[config.mk]
export PLATFORM = sky130hd
export DESIGN_NAME = serial_loader_flat
export DESIGN_NICKNAME = d
export VERILOG_FILES = /design/src/rtl/serial_loader_if.sv /design/src/rtl/serial_loader.sv /design/src/flat_wrapper.sv
export SDC_FILE = /design/constraint.sdc
export NUM_CORES = 1
export LEC_CHECK = 0
export CORE_ASPECT_RATIO = 0.7
export CORE_MARGIN = 2
export CORE_UTILIZATION = 30
export DETAILED_ROUTE_END_ITERATION = 16
export PLACE_DENSITY = 0.6
export REMOVE_ABC_BUFFERS = 1
export SETUP_SLACK_MARGIN = 0.2
export SYNTH_ARGS = -nofsm -noshare
export SYNTH_HDL_FRONTEND = slang
export SYNTH_SLANG_ARGS = --single-unit
[constraint.sdc]
create_clock -name clk -period 5.8 [get_ports clk]
set_input_delay 1.45 -clock clk [delete_from_list [all_inputs] [get_ports clk]]
set_output_delay 1.45 -clock clk [all_outputs]
set_load 0.1 [all_outputs]
[src/rtl/serial_loader_if.sv]
// Host-side bus bundle for serial_loader: UART byte channel, program RAM ports
// and CPU start/halt handshake. master = loader side, slave = environment side.
interface serial_loader_if #(
    parameter int addr_width = 9
);
    logic [7:0]            rx_byte;
    logic                  received;
    logic [7:0]            tx_byte;
    logic                  transmit;
    logic                  is_transmitting;
    logic [addr_width-1:0] mem_raddr;
    logic [7:0]            mem_dread;
    logic [addr_width-1:0] mem_waddr;
    logic [7:0]            mem_dwrite;
    logic                  mem_write_en;
    logic                  cpu_start;
    logic [addr_width-1:0] cpu_startaddr;
    logic                  cpu_halted;
    logic                  busy;

    modport master (
        input  rx_byte, received, is_transmitting, mem_dread, cpu_halted,
        output tx_byte, transmit, mem_raddr, mem_waddr, mem_dwrite, mem_write_en,
               cpu_start, cpu_startaddr, busy
    );

    modport slave (
        output rx_byte, received, is_transmitting, mem_dread, cpu_halted,
        input  tx_byte, transmit, mem_raddr, mem_waddr, mem_dwrite, mem_write_en,
               cpu_start, cpu_startaddr, busy
    );
endinterface

[src/rtl/serial_loader.sv]
// Serial monitor: loads/reads program RAM over UART and starts the CPU, reporting on halt.
// addr_width is expected to lie in 9..16; addresses are the low bits of the {hi,lo} byte pair.
module serial_loader #(
    parameter int addr_width = 9
) (
    input  logic           clk,
    input  logic           rst,
    serial_loader_if.master bus_if
);
    typedef enum logic [3:0] {
        S_IDLE, S_ADDRH, S_ADDRL, S_COUNT, S_LOAD, S_RDADDR, S_RDWAIT1,
        S_RDWAIT2, S_RDSEND, S_TXGUARD, S_RUN, S_REPLY
    } state_t;

    localparam logic [7:0] CMD_LOAD = 8'h4C;
    localparam logic [7:0] CMD_READ = 8'h52;
    localparam logic [7:0] CMD_GO   = 8'h47;
    localparam logic [7:0] CH_DOT   = 8'h2E;
    localparam logic [7:0] CH_HALT  = 8'h48;
    localparam logic [7:0] CH_ERR   = 8'h3F;
    localparam logic [addr_width-1:0] ADDR_ONE = addr_width'(1);

    state_t                state_q, state_d;
    logic [7:0]            cmd_q, cmd_d;
    logic [7:0]            hi_q, hi_d;
    logic [addr_width-1:0] addr_q, addr_d;
    logic [8:0]            count_q, count_d;
    logic [7:0]            tx_byte_q, tx_byte_d;
    logic                  transmit_q, transmit_d;
    logic [addr_width-1:0] raddr_q, raddr_d;
    logic [addr_width-1:0] waddr_q, waddr_d;
    logic [7:0]            dwrite_q, dwrite_d;
    logic                  we_q, we_d;
    logic                  start_q, start_d;
    logic [addr_width-1:0] startaddr_q, startaddr_d;
    logic                  busy_q, busy_d;

    always_ff @(posedge clk) begin
        if (rst) begin
            state_q     <= S_IDLE;
            cmd_q       <= '0;
            hi_q        <= '0;
            addr_q      <= '0;
            count_q     <= '0;
            tx_byte_q   <= '0;
            transmit_q  <= 1'b0;
            raddr_q     <= '0;
            waddr_q     <= '0;
            dwrite_q    <= '0;
            we_q        <= 1'b0;
            start_q     <= 1'b0;
            startaddr_q <= '0;
            busy_q      <= 1'b0;
        end else begin
            state_q     <= state_d;
            cmd_q       <= cmd_d;
            hi_q        <= hi_d;
            addr_q      <= addr_d;
            count_q     <= count_d;
            tx_byte_q   <= tx_byte_d;
            transmit_q  <= transmit_d;
            raddr_q     <= raddr_d;
            waddr_q     <= waddr_d;
            dwrite_q    <= dwrite_d;
            we_q        <= we_d;
            start_q     <= start_d;
            startaddr_q <= startaddr_d;
            busy_q      <= busy_d;
        end
    end

    always_comb begin
        state_d     = state_q;
        cmd_d       = cmd_q;
        hi_d        = hi_q;
        addr_d      = addr_q;
        count_d     = count_q;
        tx_byte_d   = tx_byte_q;
        transmit_d  = 1'b0;
        raddr_d     = raddr_q;
        waddr_d     = waddr_q;
        dwrite_d    = dwrite_q;
        we_d        = 1'b0;
        start_d     = 1'b0;
        startaddr_d = startaddr_q;
        busy_d      = busy_q;

        unique case (state_q)
            S_IDLE: begin
                if (bus_if.received) begin
                    if (bus_if.rx_byte == CMD_LOAD || bus_if.rx_byte == CMD_READ ||
                        bus_if.rx_byte == CMD_GO) begin
                        cmd_d   = bus_if.rx_byte;
                        state_d = S_ADDRH;
                    end else begin
                        tx_byte_d = CH_ERR;
                        state_d   = S_REPLY;
                    end
                end
            end
            S_ADDRH: begin
                if (bus_if.received) begin
                    hi_d    = bus_if.rx_byte;
                    state_d = S_ADDRL;
                end
            end
            S_ADDRL: begin
                if (bus_if.received) begin
                    addr_d = addr_width'({hi_q, bus_if.rx_byte});
                    if (cmd_q == CMD_GO) begin
                        startaddr_d = addr_width'({hi_q, bus_if.rx_byte});
                        start_d     = 1'b1;
                        busy_d      = 1'b1;
                        state_d     = S_RUN;
                    end else begin
                        state_d = S_COUNT;
                    end
                end
            end
            S_COUNT: begin
                if (bus_if.received) begin
                    // A zero count byte stands for a full 256-byte block.
                    count_d = (bus_if.rx_byte == 8'd0) ? 9'd256 : {1'b0, bus_if.rx_byte};
                    state_d = (cmd_q == CMD_LOAD) ? S_LOAD : S_RDADDR;
                end
            end
            S_LOAD: begin
                if (bus_if.received) begin
                    we_d     = 1'b1;
                    waddr_d  = addr_q;
                    dwrite_d = bus_if.rx_byte;
                    addr_d   = addr_q + ADDR_ONE;
                    count_d  = count_q - 9'd1;
                    if (count_q == 9'd1) begin
                        tx_byte_d = CH_DOT;
                        state_d   = S_REPLY;
                    end
                end
            end
            S_RDADDR: begin
                raddr_d = addr_q;
                state_d = S_RDWAIT1;
            end
            S_RDWAIT1: state_d = S_RDWAIT2;
            S_RDWAIT2: state_d = S_RDSEND;
            S_RDSEND: begin
                if (!bus_if.is_transmitting) begin
                    tx_byte_d  = bus_if.mem_dread;
                    transmit_d = 1'b1;
                    addr_d     = addr_q + ADDR_ONE;
                    count_d    = count_q - 9'd1;
                    state_d    = S_TXGUARD;
                end
            end
            // One dead cycle so the transmitter's busy flag is up before the next check.
            S_TXGUARD: state_d = (count_q != 9'd0) ? S_RDADDR : S_IDLE;
            S_RUN: begin
                if (bus_if.cpu_halted) begin
                    busy_d    = 1'b0;
                    tx_byte_d = CH_HALT;
                    state_d   = S_REPLY;
                end
            end
            S_REPLY: begin
                if (!bus_if.is_transmitting) begin
                    transmit_d = 1'b1;
                    state_d    = S_IDLE;
                end
            end
            default: state_d = S_IDLE;
        endcase
    end

    assign bus_if.tx_byte       = tx_byte_q;
    assign bus_if.transmit      = transmit_q;
    assign bus_if.mem_raddr     = raddr_q;
    assign bus_if.mem_waddr     = waddr_q;
    assign bus_if.mem_dwrite    = dwrite_q;
    assign bus_if.mem_write_en  = we_q;
    assign bus_if.cpu_start     = start_q;
    assign bus_if.cpu_startaddr = startaddr_q;
    assign bus_if.busy          = busy_q;
endmodule

[src/flat_wrapper.sv]
// flat-port wrapper written by rule: the top's interface ports become plain ports
module serial_loader_flat 
#(
    parameter int addr_width = 9
)
  (clk, rst, bus_if_rx_byte, bus_if_received, bus_if_is_transmitting, bus_if_mem_dread, bus_if_cpu_halted, bus_if_tx_byte, bus_if_transmit, bus_if_mem_raddr, bus_if_mem_waddr, bus_if_mem_dwrite, bus_if_mem_write_en, bus_if_cpu_start, bus_if_cpu_startaddr, bus_if_busy);
  serial_loader_if #(.addr_width(addr_width)) bus_if_i ();
  input  logic clk;
  input  logic rst;
  input wire logic [$bits(bus_if_i.rx_byte)-1:0] bus_if_rx_byte;
  input wire logic [$bits(bus_if_i.received)-1:0] bus_if_received;
  input wire logic [$bits(bus_if_i.is_transmitting)-1:0] bus_if_is_transmitting;
  input wire logic [$bits(bus_if_i.mem_dread)-1:0] bus_if_mem_dread;
  input wire logic [$bits(bus_if_i.cpu_halted)-1:0] bus_if_cpu_halted;
  output wire logic [$bits(bus_if_i.tx_byte)-1:0] bus_if_tx_byte;
  output wire logic [$bits(bus_if_i.transmit)-1:0] bus_if_transmit;
  output wire logic [$bits(bus_if_i.mem_raddr)-1:0] bus_if_mem_raddr;
  output wire logic [$bits(bus_if_i.mem_waddr)-1:0] bus_if_mem_waddr;
  output wire logic [$bits(bus_if_i.mem_dwrite)-1:0] bus_if_mem_dwrite;
  output wire logic [$bits(bus_if_i.mem_write_en)-1:0] bus_if_mem_write_en;
  output wire logic [$bits(bus_if_i.cpu_start)-1:0] bus_if_cpu_start;
  output wire logic [$bits(bus_if_i.cpu_startaddr)-1:0] bus_if_cpu_startaddr;
  output wire logic [$bits(bus_if_i.busy)-1:0] bus_if_busy;
  assign bus_if_i.rx_byte = bus_if_rx_byte;
  assign bus_if_i.received = bus_if_received;
  assign bus_if_i.is_transmitting = bus_if_is_transmitting;
  assign bus_if_i.mem_dread = bus_if_mem_dread;
  assign bus_if_i.cpu_halted = bus_if_cpu_halted;
  assign bus_if_tx_byte = bus_if_i.tx_byte;
  assign bus_if_transmit = bus_if_i.transmit;
  assign bus_if_mem_raddr = bus_if_i.mem_raddr;
  assign bus_if_mem_waddr = bus_if_i.mem_waddr;
  assign bus_if_mem_dwrite = bus_if_i.mem_dwrite;
  assign bus_if_mem_write_en = bus_if_i.mem_write_en;
  assign bus_if_cpu_start = bus_if_i.cpu_start;
  assign bus_if_cpu_startaddr = bus_if_i.cpu_startaddr;
  assign bus_if_busy = bus_if_i.busy;
  serial_loader #(.addr_width(addr_width)) u_core (.clk(clk), .rst(rst), .bus_if(bus_if_i));
endmodule
==> flow_results.xml, run 1 <==
<?xml version="1.0" encoding="UTF-8"?>
<metrics>
  <group name="timing">
    <metric name="finalCritPeriodShare" unit="%">59.87</metric>
    <metric name="finalSetupViolations" unit="">0</metric>
    <metric name="achievable-frequency" unit="MHz">288.0</metric>
    <metric name="slew_headroom" unit="%">15.04</metric>
    <metric name="tns_setup" unit="ns">0</metric>
    <metric name="report.final.hold_viol_count" unit="">0</metric>
    <metric name="slew_at_the_pin_closest_to_its_max_slew_limit" unit="ns">1.272</metric>
    <metric name="slew_violations" unit="">0</metric>
    <metric name="finalClockSkew" unit="ns">0.006696</metric>
    <metric name="rsz0062_at_grt" unit="">no</metric>
    <metric name="layout_min_cycle_time" unit="ns">3.472</metric>
  </group>
  <group name="cells_and_area">
    <metric name="final_cell_count_no_fill" unit="">685</metric>
    <metric name="utilization" unit="%">38.50</metric>
    <metric name="area.growth.synth_to_final" unit="%">25.11</metric>
    <metric name="diodes" unit="">0</metric>
    <metric name="number_of_nets_in_the_layout" unit="">544</metric>
    <metric name="layout.cell_area.non_filler" unit="mm2">0.004782</metric>
    <metric name="final_layout_size_suffix_gt1_share" unit="%">5.927</metric>
  </group>
  <group name="setup_path">
    <metric name="cp_data_arrival_time" unit="ns">3.74</metric>
    <metric name="reg2reg_setup_slack" unit="ns">3.16</metric>
    <metric name="critPathMaxStageDelay" unit="ns">1.02</metric>
    <metric name="critPathLaunchType" unit="">input pin</metric>
    <metric name="worst_ep_required_time" unit="ns">6.07</metric>
    <metric name="rr_worst_depth" unit="">5</metric>
    <metric name="path_delay_family" unit="">compound AO/OA/AOI/OAI gates</metric>
    <metric name="criticalPathCategory" unit="">input pin to flip-flop</metric>
    <metric name="worst_path_max_delay_cell" unit="">sky130_fd_sc_hd__o21bai_1</metric>
    <metric name="timing.critical_path.buf_inv" unit="">1</metric>
    <metric name="critical_path_peak_fanout" unit="">17</metric>
    <metric name="worstPathCellList" unit="">clkdlybuf4s50_1, nand3b_1, a21oi_1, o21bai_1, o21ai_0, a21oi_1</metric>
    <metric name="r2r_end" unit="">u_core.bus_if.tx_byte[0]</metric>
    <metric name="critical_path.reg2reg.startpoint" unit="">u_core.state_q[3]</metric>
    <metric name="end_kind" unit="">flip-flop</metric>
    <metric name="critical_path.most_common_cell" unit="">sky130_fd_sc_hd__a21oi_1</metric>
  </group>
  <group name="clocking">
    <metric name="cts_resized" unit="">0</metric>
    <metric name="clk_transition_reported_paths" unit="ns">0.06</metric>
    <metric name="post_cts.repair.setup_buffers" unit="">0</metric>
    <metric name="clock-root-buffer" unit="">sky130_fd_sc_hd__clkbuf_16</metric>
    <metric name="cts_hold_repair.buffers" unit="">0</metric>
    <metric name="worst_skew_pair.late_latency" unit="ns">0.34</metric>
    <metric name="maximum_clock_path_buffer_count" unit="">2</metric>
    <metric name="tritoncts" unit="">yes</metric>
    <metric name="clock_sink_count" unit="">78</metric>
    <metric name="cts_htree_levels" unit="">3</metric>
    <metric name="cts_buffers" unit="">9</metric>
  </group>
  <group name="pwr">
    <metric name="static-leakage-power" unit="nW">1.687</metric>
    <metric name="p_int" unit="mW">1.161</metric>
    <metric name="switching_power" unit="mW">0.8491</metric>
    <metric name="clockPowerShare" unit="%">25.6</metric>
    <metric name="power.switching_fraction" unit="%">42.24</metric>
    <metric name="share_seq_of_total_power" unit="%">35.6</metric>
    <metric name="vdd.ir_drop.worst" unit="mV">0.1639</metric>
    <metric name="power-per-cell-area" unit="mW/mm2">420.3</metric>
    <metric name="share_comb_of_total_power" unit="%">38.8</metric>
  </group>
  <group name="worst_hold_path">
    <metric name="holdCritStartpoint" unit="">u_core.bus_if.mem_raddr[0]</metric>
    <metric name="hold_path_class" unit="">flip-flop to flip-flop</metric>
    <metric name="whs_endpoint" unit="">u_core.bus_if.mem_raddr[0]</metric>
    <metric name="timing.hold.worst_path_depth" unit="">2</metric>
  </group>
  <group name="route">
    <metric name="drcViolationCount" unit="">0</metric>
    <metric name="routed_wl" unit="um">10600</metric>
    <metric name="drt-vias-per-instance" unit="">5.223</metric>
    <metric name="routed-via-count" unit="">3578</metric>
    <metric name="number_of_routed_nets_with_antenna_violations" unit="">0</metric>
    <metric name="drt_pass1_iterations" unit="">5</metric>
    <metric name="detail_route.iter0.violations" unit="">274</metric>
    <metric name="detail_route.wl_per_cell" unit="um">15.48</metric>
  </group>
  <group name="job">
    <metric name="cap_violations" unit="">0</metric>
  </group>
  <group name="synth">
    <metric name="top_count_cell_post_synth" unit="">sky130_fd_sc_hd__nand2_1</metric>
    <metric name="postSynth.asyncResetShare" unit="%">0</metric>
    <metric name="netlist-cell-type-count" unit="">66</metric>
    <metric name="synth_enable_flop_cells" unit="">0</metric>
    <metric name="synth_sequential_area_ratio" unit="%">40.85</metric>
    <metric name="ys.flop_type" unit="">sky130_fd_sc_hd__dfxtp_1</metric>
    <metric name="synth.cell_area" unit="mm2">0.003822</metric>
    <metric name="syn-mean-instance-area" unit="um2">8.098</metric>
    <metric name="ys_top_cells_by_count" unit="">sky130_fd_sc_hd__nand2_1 (82), sky130_fd_sc_hd__dfxtp_1 (78), sky130_fd_sc_hd__a21oi_1 (48), sky130_fd_sc_hd__nor2_1 (46), sky130_fd_sc_hd__clkbuf_1 (20)</metric>
    <metric name="synth_area_leader_cell" unit="">sky130_fd_sc_hd__dfxtp_1</metric>
    <metric name="postSynthRegisterBits" unit="">78</metric>
    <metric name="syn_inst" unit="">472</metric>
    <metric name="synthesis.yosys.warnings" unit="">0</metric>
    <metric name="ys_top_cells_by_area" unit="">sky130_fd_sc_hd__dfxtp_1 (41%), sky130_fd_sc_hd__nand2_1 (8.1%), sky130_fd_sc_hd__a21oi_1 (6.3%), sky130_fd_sc_hd__mux2i_1 (5.0%), sky130_fd_sc_hd__nor2_1 (4.5%)</metric>
    <metric name="yosysTopAreaCellShare" unit="%">40.85</metric>
  </group>
  <group name="floorplanning">
    <metric name="design.die.area" unit="mm2">0.01367</metric>
    <metric name="chipHeight" unit="um">98.44</metric>
    <metric name="chipWidth" unit="um">138.9</metric>
    <metric name="floorplan.initialDensity" unit="%">30.77</metric>
    <metric name="io_pins" unit="">68</metric>
    <metric name="floorplan.rows" unit="">34</metric>
    <metric name="core_area" unit="mm2">0.01242</metric>
  </group>
  <group name="placed_design">
    <metric name="detailed_place_hpwl" unit="um">7451</metric>
    <metric name="place.detailed.instances" unit="">670</metric>
    <metric name="placedInstanceArea" unit="mm2">0.004514</metric>
    <metric name="place.gp.congestion" unit="">0.8360</metric>
    <metric name="port_buffers" unit="">67</metric>
  </group>
  <group name="run_status">
    <metric name="status" unit="">completed</metric>
  </group>
  <group name="global_route">
    <metric name="grt_antenna_before_repair" unit="">0</metric>
    <metric name="grt_use_total" unit="%">15.63</metric>
    <metric name="first_global_vias" unit="">3290</metric>
    <metric name="grt_pass1_wl" unit="um">17110</metric>
    <metric name="globalRoute.totalOverflow" unit="">0</metric>
    <metric name="grt_start_max_net_pins" unit="">48</metric>
  </group>
</metrics>
## tightest hold or removal path, stage by stage, from the launching register on
cell and delay [ns]:
sky130_fd_sc_hd__dfxtp_1 0.30, sky130_fd_sc_hd__nand2_1 0.05, sky130_fd_sc_hd__a21oi_1 0.05
## registers in the layout (all words and copies together) (netlist names)
| name | flops |
|---|---|
| u_core.cmd_q | 8 |
| u_core.count_q | 9 |
| u_core.bus_if.cpu_start | 1 |
| u_core.bus_if.cpu_startaddr | 9 |
| u_core.bus_if.mem_write_en | 1 |
| u_core.bus_if.mem_raddr | 9 |
| u_core.bus_if.mem_waddr | 9 |
| u_core.bus_if.tx_byte | 8 |
| u_core.bus_if.transmit | 1 |
| u_core.hi_q | 1 |
| u_core.bus_if.mem_dwrite | 8 |
| u_core.bus_if.busy | 1 |
| u_core.state_q | 4 |
| u_core.addr_q | 9 |
## routing by layer
| layer | routed length, um | share of wire, % | vias up | track usage, % |
|---|---|---|---|---|
| li1 | - | - | 1748 | - |
| met1 | 5215 | 49 | 1705 | 21.85 |
| met2 | 4528 | 43 | 113 | 23.11 |
| met3 | 681 | 6.4 | 12 | 4.276 |
| met4 | 176 | 1.7 | 0 | 5.828 |
| met5 | 0 | 0 | - | 0 |
## worst max path at each step
| stage | from | to | depth (start not counted) |
|---|---|---|---|
| 3_5_place_dp | bus_if_rx_byte[3] | u_core.bus_if.tx_byte[3] | 6 |
| 6_report | bus_if_received | u_core.addr_q[7] | 6 |
| 4_1_cts | bus_if_received | u_core.addr_q[6] | 6 |
| 2_1_floorplan | bus_if_is_transmitting | u_core.addr_q[0] | 5 |
| 3_3_place_gp | bus_if_rx_byte[3] | u_core.bus_if.tx_byte[0] | 6 |
| 5_1_grt | bus_if_received | u_core.addr_q[8] | 6 |
## power by group through the flow
stage	Combinational (mW)	Sequential [mW]	Clock (mW)
floorplan	0.428	0.851	0
global placement	0.766	0.720	0
detailed placement	0.772	0.722	0
CTS	0.775	0.712	0.531
global route	0.848	0.730	0.550
finish	0.780	0.715	0.515
## stage by stage
step	setup WS, ns	power [mW]	hold slack (ns)
floorplan	2.868	1.279	0.4435
global placement	2.123	1.486	0.4442
detailed placement	2.060	1.494	0.4499
CTS	2.418	2.018	0.4579
global route	2.211	2.128	0.4752
finish	2.328	2.010	0.4538
## area by class of cell
type	instances	area, um2
Tap cell	162	202.7
Sequential cell	78	1562
Multi-Input combinational cell	348	2024
Inverter	14	52.55
Clock inverter	3	21.27
Fill cell	1282	7640
Clock buffer	12	246.5
Timing Repair Buffer	68	673.1
## cell families after synthesis
family	share of synthesized area (%)
flip-flops	40.85
buffers and inverters	6.186
XOR/XNOR	0.2292
multiplexers	5.270
AO/OA/AOI/OAI	19.05
adder cells (fa/ha/maj)	1.309
AND/OR/NAND/NOR	27.10
## placed cells by master, fill, tap and decap left out, types with 5 or more instances in the layout
master and instances:
sky130_fd_sc_hd__nand2_1 82, sky130_fd_sc_hd__dfxtp_1 78, sky130_fd_sc_hd__clkdlybuf4s50_1 66, sky130_fd_sc_hd__a21oi_1 48, sky130_fd_sc_hd__nor2_1 46, sky130_fd_sc_hd__mux2i_1 19
sky130_fd_sc_hd__o21ai_0 18, sky130_fd_sc_hd__inv_1 13, sky130_fd_sc_hd__nor3_1 11, sky130_fd_sc_hd__nand3_1 10, sky130_fd_sc_hd__clkbuf_16 9, sky130_fd_sc_hd__a31oi_1 8
sky130_fd_sc_hd__and3_1 7, sky130_fd_sc_hd__a21o_1 6, sky130_fd_sc_hd__or2_2 5, sky130_fd_sc_hd__nor2b_1 5, sky130_fd_sc_hd__nor4bb_1 5, sky130_fd_sc_hd__a211oi_1 5
No activity file was read; power rests on OpenSTA's default activity.
==> run 2, diff against run 1 <==
clock period = 3.3 ns   (was 5.8 ns; I/O delays follow)
==> run 2 against run 1 <==
  * Non-clock buffer count grew 16
  * Clock skew increased by 0.0013 ns
  * Clock-buffer cell count decreased by 2
  * Setup slack got worse by 1.7 ns
  * Via count down 0.75%
  * Combinational power increased by 90%
  * Hold slack improved by 0.00087 ns
  * Sequential power grew 69%
  * Critical path depth did not move
  * Design area increased by 0.21%
  * Routed wire length up 1.0%
  * Power rose by 79%
  * Largest cell class unchanged
  * Largest power group unchanged
  * Highest routed layer unchanged
==> flow_results.xml, run 2 (synthesized netlist as in run 1, its figures left out) <==
<?xml version="1.0" encoding="UTF-8"?>
<metrics>
  <group name="worst_hold_path">
    <metric name="whs_endpoint" unit="">u_core.bus_if.mem_raddr[4]</metric>
    <metric name="timing.hold.worst_path_depth" unit="">2</metric>
    <metric name="hold_path_class" unit="">flip-flop to flip-flop</metric>
    <metric name="holdCritStartpoint" unit="">u_core.bus_if.mem_raddr[4]</metric>
  </group>
  <group name="route">
    <metric name="detail_route.wl_per_cell" unit="um">15.26</metric>
    <metric name="routed-via-count" unit="">3551</metric>
    <metric name="routed_wl" unit="um">10710</metric>
    <metric name="drt-vias-per-instance" unit="">5.058</metric>
    <metric name="drt_pass1_iterations" unit="">5</metric>
    <metric name="number_of_routed_nets_with_antenna_violations" unit="">0</metric>
    <metric name="drcViolationCount" unit="">0</metric>
    <metric name="detail_route.iter0.violations" unit="">248</metric>
  </group>
  <group name="clocking">
    <metric name="cts_hold_repair.buffers" unit="">0</metric>
    <metric name="cts_resized" unit="">0</metric>
    <metric name="cts_htree_levels" unit="">3</metric>
    <metric name="worst_skew_pair.late_latency" unit="ns">0.34</metric>
    <metric name="clk_transition_reported_paths" unit="ns">0.06</metric>
    <metric name="clock_sink_count" unit="">78</metric>
    <metric name="tritoncts" unit="">yes</metric>
    <metric name="clock-root-buffer" unit="">sky130_fd_sc_hd__clkbuf_16</metric>
    <metric name="post_cts.repair.setup_buffers" unit="">0</metric>
    <metric name="cts_buffers" unit="">9</metric>
    <metric name="maximum_clock_path_buffer_count" unit="">2</metric>
  </group>
  <group name="cells_and_area">
    <metric name="layout.area.seq" unit="mm2">0.001562</metric>
    <metric name="number_of_nets_in_the_layout" unit="">560</metric>
    <metric name="layout.cells.most_common_list" unit="">sky130_fd_sc_hd__nand2_1 (82), sky130_fd_sc_hd__dfxtp_1 (78), sky130_fd_sc_hd__buf_4 (64)</metric>
    <metric name="most_common_cell_after_layout_fill_and_taps_aside" unit="">sky130_fd_sc_hd__nand2_1</metric>
    <metric name="area.growth.synth_to_final" unit="%">25.37</metric>
    <metric name="multiInputGateArea" unit="mm2">0.002024</metric>
    <metric name="fillers" unit="">1299</metric>
    <metric name="diodes" unit="">0</metric>
    <metric name="final_layout_size_suffix_gt1_share" unit="%">17.78</metric>
  </group>
  <group name="timing">
    <metric name="report.final.hold_viol_count" unit="">0</metric>
    <metric name="finalClockSkew" unit="ns">0.008030</metric>
    <metric name="slew_at_the_pin_closest_to_its_max_slew_limit" unit="ns">1.030</metric>
    <metric name="fin_worst_hold_slack" unit="ns">0.4547</metric>
    <metric name="layout_min_cycle_time" unit="ns">2.720</metric>
    <metric name="tns_setup" unit="ns">0</metric>
    <metric name="achievable-frequency" unit="MHz">367.6</metric>
    <metric name="slew_headroom" unit="%">30.80</metric>
    <metric name="finalSetupViolations" unit="">0</metric>
    <metric name="finalCritPeriodShare" unit="%">82.43</metric>
    <metric name="rsz0062_at_grt" unit="">no</metric>
    <metric name="slew_violations" unit="">0</metric>
  </group>
  <group name="setup_path">
    <metric name="rr_worst_depth" unit="">5</metric>
    <metric name="r2r_end" unit="">u_core.addr_q[8]</metric>
    <metric name="critical_path.reg2reg.startpoint" unit="">u_core.state_q[3]</metric>
    <metric name="criticalPathCategory" unit="">input pin to flip-flop</metric>
    <metric name="reg2reg_setup_slack" unit="ns">0.76</metric>
    <metric name="critical_path_peak_fanout" unit="">7</metric>
    <metric name="critPathLaunchType" unit="">input pin</metric>
    <metric name="critPathLaunch" unit="">bus_if_rx_byte[3]</metric>
    <metric name="worst_ep_required_time" unit="ns">3.51</metric>
    <metric name="end_kind" unit="">flip-flop</metric>
    <metric name="cp_data_arrival_time" unit="ns">2.93</metric>
  </group>
  <group name="floorplanning">
    <metric name="floorplan.rows" unit="">34</metric>
    <metric name="core_area" unit="mm2">0.01242</metric>
    <metric name="io_pins" unit="">68</metric>
    <metric name="chipWidth" unit="um">138.9</metric>
    <metric name="chipHeight" unit="um">98.44</metric>
    <metric name="design.die.area" unit="mm2">0.01367</metric>
    <metric name="floorplan.initialDensity" unit="%">30.77</metric>
  </group>
  <group name="placed_design">
    <metric name="detailed_place_hpwl" unit="um">7767</metric>
    <metric name="place.gp.congestion" unit="">0.8671</metric>
    <metric name="port_buffers" unit="">67</metric>
  </group>
  <group name="pwr">
    <metric name="vdd.ir_drop.worst" unit="mV">0.3086</metric>
    <metric name="total_power" unit="mW">3.603</metric>
    <metric name="power-per-cell-area" unit="mW/mm2">751.8</metric>
    <metric name="static-leakage-power" unit="nW">1.859</metric>
  </group>
  <group name="job">
    <metric name="cap_violations" unit="">0</metric>
  </group>
  <group name="global_route">
    <metric name="grt_pass1_wl" unit="um">17350</metric>
    <metric name="grt_start_max_net_pins" unit="">48</metric>
    <metric name="grt_antenna_before_repair" unit="">0</metric>
    <metric name="grt_use_total" unit="%">15.84</metric>
    <metric name="first_global_vias" unit="">3297</metric>
    <metric name="globalRoute.totalOverflow" unit="">0</metric>
  </group>
  <group name="run_status">
    <metric name="status" unit="">completed</metric>
  </group>
</metrics>
run 2: cell count changes in the layout (fill, tap and decap cells not counted):
cell,delta
sky130_fd_sc_hd__buf_4,+63
sky130_fd_sc_hd__clkbuf_1,-1
sky130_fd_sc_hd__clkbuf_8,-1
sky130_fd_sc_hd__clkdlybuf4s50_1,-47
sky130_fd_sc_hd__clkinv_4,+1
sky130_fd_sc_hd__clkinvlp_4,+1
sky130_fd_sc_hd__inv_6,+1
run 2: worst max-delay path: stages:
cell and delay (ns):
sky130_fd_sc_hd__clkdlybuf4s50_1 0.55, sky130_fd_sc_hd__or2_2 0.36, sky130_fd_sc_hd__o311a_2 0.38, sky130_fd_sc_hd__a21boi_1 0.30, sky130_fd_sc_hd__or2_1 0.37, sky130_fd_sc_hd__a211oi_1 0.13
run 2: power breakdown:
part,internal (mW),switching (mW)
registers,1.06,0.152
clock network,0.513,0.407
logic,0.496,0.979
total,2.07,1.54
run 2: cell type report:
class,instances,share of cell area [%]
clock buffers,10,4.778
flip-flops and latches,78,32.58
repair buffers,84,14.10
clock inverters,6,0.9661
well taps,162,4.230
inverters,14,1.097
multi-input cells,348,42.25
run 2: worst max-delay path by stage:
| stage | to | slack [ns] | cells past startpoint |
|---|---|---|---|
| 6_report | u_core.bus_if.tx_byte[0] | 0.58 | 6 |
| 5_1_grt | u_core.bus_if.tx_byte[4] | 0.47 | 6 |
| 4_1_cts | u_core.bus_if.tx_byte[1] | 0.60 | 6 |
| 3_5_place_dp | u_core.bus_if.tx_byte[0] | 0.23 | 6 |
| 3_3_place_gp | u_core.bus_if.tx_byte[4] | 0.29 | 6 |
| 2_1_floorplan | u_core.addr_q[0] | 0.99 | 5 |
run 2: stage by stage:
step,util (%),setup WS [ns],cells,area [um2]
floorplan,-,0.9934,440,3638
CTS,38.58,0.5961,702,4792
global route,38.58,0.4732,702,4792
detailed placement,36.36,0.2341,686,4517
global placement,36.36,0.2864,686,4517
finish,38.58,0.5797,702,4792
run 2: routing by layer:
metal | GRT usage, % | part of all wire, % | vias up
met1 | 22.77 | 52 | 1672
met5 | 0 | 0 | -
met4 | 3.497 | 0.61 | 0
li1 | - | - | 1782
met2 | 23.57 | 42 | 90
met3 | 4.665 | 5.3 | 7
